`config.mk`:
```
export PLATFORM = sky130hd
export DESIGN_NAME = frame_sequencer
export DESIGN_NICKNAME = d
export VERILOG_FILES = /design/src/rtl/frame_sequencer.sv
export SDC_FILE = /design/constraint.sdc
export NUM_CORES = 1
export LEC_CHECK = 0
export ABC_AREA = 1
export CAP_MARGIN = 20
export CORE_MARGIN = 1
export CORE_UTILIZATION = 40
export CTS_CLUSTER_SIZE = 10
export DETAILED_ROUTE_END_ITERATION = 16
export GPL_TIMING_DRIVEN = 0
export SLEW_MARGIN = 20
export SYNTH_ARGS = -nofsm -noshare
export SYNTH_HDL_FRONTEND = slang
export SYNTH_SLANG_ARGS = --single-unit
```
`constraint.sdc`:
```
create_clock -name clk -period 1.2 [get_ports clk]
set_input_delay 0.18 -clock clk [delete_from_list [all_inputs] [get_ports clk]]
set_output_delay 0.18 -clock clk [all_outputs]
set_load 0.005 [all_outputs]
```
`src/rtl/frame_sequencer.sv`:
```
// frame_sequencer: APU frame-sequencer timebase.
// Steps 0..7 advance once per sequencer period. The registered strobes are
// length (steps 0,2,4,6), sweep (steps 2,6) and envelope (step 7), together
// with a 50% duty fs_clk square wave.
// Optional feature macro: FS_EXT_DIV_EN. When it is defined, the falling edge
// of the external div_bit replaces the internal CLK_DIV counter.
module frame_sequencer #(
  parameter int CLK_DIV = 8192
) (
  input  logic       clk,
  input  logic       reset,
  input  logic       apu_en,
`ifdef FS_EXT_DIV_EN
  input  logic       div_bit,
`endif
  output logic [2:0] step,
  output logic       fs_clk,
  output logic       length_tick,
  output logic       sweep_tick,
  output logic       env_tick
);

  // Strobe decode of a step value, packed as {length, sweep, envelope}
  function automatic logic [2:0] decode_strobes(input logic [2:0] s);
    logic [2:0] d;
    d[2] = (s[0] == 1'b0);
    d[1] = (s == 3'd2) || (s == 3'd6);
    d[0] = (s == 3'd7);
    return d;
  endfunction

  logic [2:0] step_r;
  logic       fs_clk_r;
  logic [2:0] strobe_r;      // {length, sweep, envelope}
  logic       tick_s;
  logic       fs_next_s;
  logic [2:0] step_next_s;
  logic [2:0] strobe_next_s;

`ifdef FS_EXT_DIV_EN
  logic div_last_r;

  // Track div_bit every cycle, idle included, so enabling never fakes an edge
  always_ff @(posedge clk) begin
    if (reset) begin
      div_last_r <= 1'b0;
    end else begin
      div_last_r <= div_bit;
    end
  end

  // Tick on a sampled falling edge of div_bit; fs_clk follows the delayed bit
  always_comb begin
    tick_s    = apu_en && div_last_r && !div_bit;
    fs_next_s = div_bit;
  end
`else
  localparam int CNT_W = (CLK_DIV > 2) ? $clog2(CLK_DIV) : 1;
  localparam logic [CNT_W-1:0] CNT_MAX = CNT_W'(CLK_DIV - 1);
  localparam logic [CNT_W-1:0] CNT_HALF = CNT_W'(CLK_DIV / 2);

  logic [CNT_W-1:0] cnt_r;
  logic [CNT_W-1:0] cnt_next_s;

  // Period counter: tick on the last count, fs_clk high for the first half
  always_comb begin
    tick_s     = 1'b0;
    cnt_next_s = {CNT_W{1'b0}};
    if (apu_en && (cnt_r == CNT_MAX)) begin
      tick_s     = 1'b1;
      cnt_next_s = {CNT_W{1'b0}};
    end else begin
      tick_s     = 1'b0;
      cnt_next_s = cnt_r + CNT_W'(1);
    end
    fs_next_s = (cnt_next_s < CNT_HALF);
  end

  // Counter register; idle or reset discards any partial period
  always_ff @(posedge clk) begin
    if (reset || !apu_en) begin
      cnt_r <= {CNT_W{1'b0}};
    end else begin
      cnt_r <= cnt_next_s;
    end
  end
`endif

  // Next step and the strobes decoded from that new step
  always_comb begin
    step_next_s   = step_r;
    strobe_next_s = 3'b000;
    if (tick_s) begin
      step_next_s   = step_r + 3'd1;
      strobe_next_s = decode_strobes(step_next_s);
    end else begin
      step_next_s   = step_r;
      strobe_next_s = 3'b000;
    end
  end

  // Output registers; step parks at 7 so the first step entered is 0
  always_ff @(posedge clk) begin
    if (reset || !apu_en) begin
      step_r   <= 3'd7;
      fs_clk_r <= 1'b0;
      strobe_r <= 3'b000;
    end else begin
      step_r   <= step_next_s;
      fs_clk_r <= fs_next_s;
      strobe_r <= strobe_next_s;
    end
  end

  assign step        = step_r;
  assign fs_clk      = fs_clk_r;
  assign length_tick = strobe_r[2];
  assign sweep_tick  = strobe_r[1];
  assign env_tick    = strobe_r[0];

endmodule
```
==> results.toml, run 1 <==
[outcome]
status = "finished, violations left"
violations = "setup timing"

[placement]
gp_congestion = 0.7812
portBuffers = 9
post-dp-hpwl_um = 1191
dp.cells = 161

[setup_path]
crit_type = "register to register"
startpoint_type = "register"
arrival_ps = 1510
cpPeakStageDelay_ps = 360
crit_fanout = 5
critPathRequiredTime_ps = 1400
cp-end-kind = "register"
cp_slowest_cell = "dfxtp_2"
crit_chain = "ha_4 > nand2_4 > nor2_4 > nand4_4 > nand2_4 > buf_12 > buf_12 > nor2_2"

[route]
drt_iter0_drc = 11
wl_per_cell_um = 10.09
vias = 800
via_per_inst = 4.624
antenna_left = 0
routed_wl_um = 1746
first_pass_iters = 4
drc = 0

[power]
power.internal_uw = 827.2
p_total_uw = 1061
p_clk_share_pct = 29.5
netSwitchingFraction_pct = 22.00
comb_power_share_pct = 7.3
pwr-share-seq_pct = 63.2
power_density_nw_per_um2 = 829.4
p_leak_uw = 0.0005383
vdd_drop_max_mv = 0.7631
switching_power_uw = 233.4

[synthesis]
syn_nets = 131
syn_area_um2 = 974.7
synth_edf_count = 0
synth_cell_types = 18
ys_seq_area_share_pct = 41.08
ys_ff_latch = 20
synthTopCellsByArea = "dfxtp_1, nand2_1, nor2_2"
synth_largest_area_cell = "dfxtp_1"
async_flop_share_pct = 0
netlist.area_leader.share_pct = 41.08
syn_inst = 124
yosysMostFrequentCell = "nand2_1"
yosys_most_used_dff = "dfxtp_1"
yosys-top-cells-count = "nand2_1, dfxtp_1, inv_1"
ys_warn_count = 0
avgSynthCellArea_um2 = 7.860

[global_route]
antenna_found_initial = 0
grtUsageTotal_pct = 15.66
grt_pass1_vias = 684
grt_pass1_wl_um = 2994
grt_overflow = 0
grt_max_degree = 11

[floorplan]
fp.coreArea_um2 = 2255
io_pins = 10
dieHeight_um = 51.37
die_w_um = 51.37
die-area_um2 = 2638
row_count = 17
start_util_pct = 43.23

[cts]
cts_tree = "yes"
clk_pin_slew_ps = 110
clock_tree.root_cell = "clkbuf_4"
cts_made_buffers = 3
cts_htree_levels = 1
insertion_delay_ps = 300
cts.sinks = 20
clock_path_buffers = 2

[final_layout]
n_antenna_cell = 0
fin_cells = 173
nNetsFinal = 154
drive_gt1_share_pct = 31.03
seqCellArea_um2 = 409.1
fillers = 230
multi_input_area_um2 = 535.5
area_delta_synth_final_pct = 31.19

[timing]
rsz0062_at_grt = "true"
skew_ps = 3.048
hold_viol = 0
fmax_ghz = 0.7601
fin_crit_ps = 1316
final-setup-viol-count = 18
slew_headroom_pct = 83.27
min_period_over_period_pct = 109.6
fin_ws_ps = -115.7
maxSlewViolCount = 0
tightest_slew_ps = 250.0

[min_path]
hp-class = "register to register"

[run]
cap_violations = 0
==> path summary, 6_finish.rpt <==
check                              start        to  slack (ps)  depth (start not counted)
worst max-delay path            cnt_r[1]  cnt_r[5]        -120                          8
worst min-delay path            cnt_r[0]  cnt_r[0]         540                          2
worst max register to register  cnt_r[1]  cnt_r[5]        -120                          8
worst min register to register  cnt_r[0]  cnt_r[0]         540                          2
==> per-stage QoR <==
step	cell area (um^2)	setup TNS, ps	hold slack, ps	util [%]	worst slack [ps]
after floorplan	1003	-51.19	314.0	-	-8.676
after global placement	1129	-3665	430.5	50.06	-258.9
after detailed placement	1129	-3816	434.4	50.06	-264.8
after CTS	1266	-842.8	531.3	56.16	-119.8
after global routing	1279	-2382	553.3	56.71	-185.9
final	1279	-884.2	538.1	56.71	-115.7
==> metal layers <==
metal	part of all wire, %	vias to the layer above	GRT usage [%]
met5	0	-	0
met4	0.97	0	5.405
met3	3.8	2	5.357
met2	47	14	25.54
met1	49	363	18.95
li1	-	421	-
==> cells in the final DEF (no fill, tap or decap), drive strengths merged <==
cell	synthesis	layout
o21ai	1	1
dlygate4sd2	0	7
ha	4	4
xor2	4	4
nand4	2	2
xnor2	3	3
dfxtp	20	20
nand2	30	30
clkbuf	0	3
nand3b	1	1
nor2	26	26
inv	19	19
clkdlybuf4s50	0	2
nor3	1	1
buf	1	10
nand3	12	12
==> critical path: cells and delay by family, from the launching register on <==
kind	cells	cell delay, ps
fa+ha+maj	1	150
flops	1	360
buf+inv	2	220
simple gates	5	490
==> registers in the layout, indices dropped and copies added (netlist names) <==
name	flops
cnt_r	13
fs_clk	1
step	3
strobe_r	3
==> logic make-up after synthesis <==
logic type | synth area share (%)
flops | 41.08
buf+inv | 9.370
simple gates | 37.61
xor+xnor | 6.290
fa+ha+maj | 5.135
compound gates | 0.5130
==> area by class of cell <==
cell class / instances / area share, %
repair buffers: 18 / 14.48
multi-input cells: 84 / 41.88
inverters: 19 / 5.577
flip-flops and latches: 20 / 32.00
plain buffers: 1 / 1.566
well taps: 28 / 2.740
clock buffers: 3 / 1.761
==> power by group through the flow <==
stage | sequential (uW) | combinational (uW) | clock, uW
after floorplan | 689 | 30.8 | 0
after global placement | 689 | 48.7 | 0
after detailed placement | 689 | 49.0 | 0
after CTS | 671 | 75.1 | 335
after global routing | 671 | 83.1 | 356
final | 670 | 77.2 | 313
==> repair_timing <==
item                                    CTS  global route
resized for setup                        18             3
buffers inserted                          8             0
hold buffers                              0             0
endpoints found under the hold margin     0             0
gates cloned                              1             0
pin swaps                                 7             0
endpoints found under the setup margin   25            20
Power figures use the tool's default switching activity.
==> run 2: changes to the inputs <==
CTS_BUF_LIST = sky130_fd_sc_hd__clkbuf_4   (was default)
MAX_ROUTING_LAYER = met4   (was default)
==> run 2 against run 1 <==
Net effect:
- the flow still finishes with violations (setup timing)
- sequential cell count unchanged
- cell area stayed put
- clock skew barely moved
- critical path depth is the same
- utilization did not move
- combinational power hardly changed
- sequential power hardly changed
- global-route usage rose by 0.42 points
- routed wire length up 0.46%
==> results.toml, run 2 (synthesis gave the netlist of run 1 again) <==
[outcome]
status = "finished, violations left"
violations = "setup timing"

[route]
drt_iter0_drc = 11
first_pass_iters = 4
via_per_inst = 4.624
vias = 800
drc = 0
wl_per_cell_um = 10.14
antenna_left = 0
routed_wl_um = 1754

[cts]
cts_made_buffers = 3
clk_pin_slew_ps = 110
cts_tree = "yes"
insertion_delay_ps = 300
cts.sinks = 20
clock_tree.root_cell = "clkbuf_4"
clock_path_buffers = 2
cts_htree_levels = 1

[timing]
skew_ps = 2.805
setup_tns_ps = -890.0
slew_headroom_pct = 83.27
hold_viol = 0
maxSlewViolCount = 0
final-setup-viol-count = 18
rsz0062_at_grt = "true"
fin_crit_ps = 1316
min_period_over_period_pct = 109.6
holdWs_ps = 538.0
tightest_slew_ps = 250.0
fmax_ghz = 0.7602
fin_ws_ps = -115.5

[final_layout]
drive_gt1_share_pct = 31.03
mostFrequentLayoutCell = "nand2_1"
area_delta_synth_final_pct = 31.19
n_antenna_cell = 0
regMostFlops = "cnt_r"
largest_register_ffs = 13
nNetsFinal = 154
final_cell_mix = "nand2_1, inv_1, dfxtp_1"

[global_route]
grt_pass1_vias = 685
antenna_found_initial = 0
grt_max_degree = 11
grtUsageTotal_pct = 16.07
grt_pass1_wl_um = 2994
grt_overflow = 0

[setup_path]
cp.depth = 8
crit_fanout = 5
r2r-start = "cnt_r[1]"
crit_path_start = "cnt_r[1]"
path_buf_inv = 2
critPathRequiredTime_ps = 1400
cp-end-kind = "register"
crit_path_end = "cnt_r[5]"
cpPeakStageDelay_ps = 360
startpoint_type = "register"
rrSetupSlack_ps = -120
reg2regPathDepth = 8
crit_chain = "ha_4 > nand2_4 > nor2_4 > nand4_4 > nand2_4 > buf_12 > buf_12 > nor2_2"
arrival_ps = 1510
cp_slowest_cell = "dfxtp_2"
r2r-end = "cnt_r[5]"
crit_type = "register to register"
crit_family = "simple AND/OR/NAND/NOR gates"

[power]
switching_power_uw = 234.3
netSwitchingFraction_pct = 22.07
p_leak_uw = 0.0005383
power_density_nw_per_um2 = 830.2
comb_power_share_pct = 7.3
vdd_drop_max_mv = 0.7625
power.internal_uw = 827.3
pwr-share-seq_pct = 63.1
p_clk_share_pct = 29.6

[floorplan]
io_pins = 10
die-area_um2 = 2638
dieHeight_um = 51.37
die_w_um = 51.37
start_util_pct = 43.23
fp.coreArea_um2 = 2255
row_count = 17

[run]
cap_violations = 0

[min_path]
hp-class = "register to register"
min_path_cells = 2

[placement]
pre_cts_ws_ps = -264.8
post-dp-hpwl_um = 1191
portBuffers = 9
gp_congestion = 0.7920
[run 2: cell counts in the layout (fill, tap and decap cells not counted)]
No cell type changed its count.
[run 2: how the worst min path moves through the flow]
stage	start	end	slack, ps
3_5_place_dp	cnt_r[0]	cnt_r[0]	430
3_3_place_gp	cnt_r[0]	cnt_r[0]	430
4_1_cts	cnt_r[0]	cnt_r[0]	530
6_report	cnt_r[0]	cnt_r[0]	540
2_1_floorplan	reset	step[0]	310
5_1_grt	cnt_r[0]	cnt_r[0]	550
[run 2: through the flow]
stage	instances	power [uW]	util, %	area [um^2]
final	173	1062	56.71	1279
after global routing	173	1110	56.71	1279
after CTS	173	1081	56.16	1266
after detailed placement	161	737.7	50.06	1129
after global placement	161	737.2	50.06	1129
after floorplan	124	719.4	-	1003
[run 2: cell type report]
cell class,instances,area [um^2]
fill,230,975.9
inverter,19,71.32
sequential,20,409.1
buffer,1,20.02
clock buffer,3,22.52
multi-input combinational,84,535.5
timing repair buffer,18,185.2
tap,28,35.03
[run 2: repair_timing]
item | CTS | global route
resized for setup | 18 | 3
buffers inserted | 8 | 0
hold buffers | 0 | 0
endpoints found under the setup margin | 25 | 20
gates cloned | 1 | 0
pin swaps | 7 | 0
[run 2: per-layer routing]
metal	wire length (um)	vias up	share of wire (%)	global-route usage [%]
met5	0	-	0	-
met4	18	0	1.0	5.405
met3	67	2	3.8	5.357
li1	-	421	-	-
met1	856	363	49	18.95
met2	812	14	46	25.54
[run 2: worst reg2reg max path, stage by stage, from the launching register on]
cell and delay [ps]:
dfxtp_2 360, ha_4 150, nand2_4 50, nor2_4 140, nand4_4 140, nand2_4 130, buf_12 110, buf_12 110
nor2_2 30
[run 2: power by group through the flow]
stage          logic, uW  registers, uW  clock network, uW
5_1_grt             83.1            671                356
6_report            77.4            670                314
3_3_place_gp        48.7            689                  0
4_1_cts             75.1            671                335
3_5_place_dp        49.0            689                  0
2_1_floorplan       30.8            689                  0
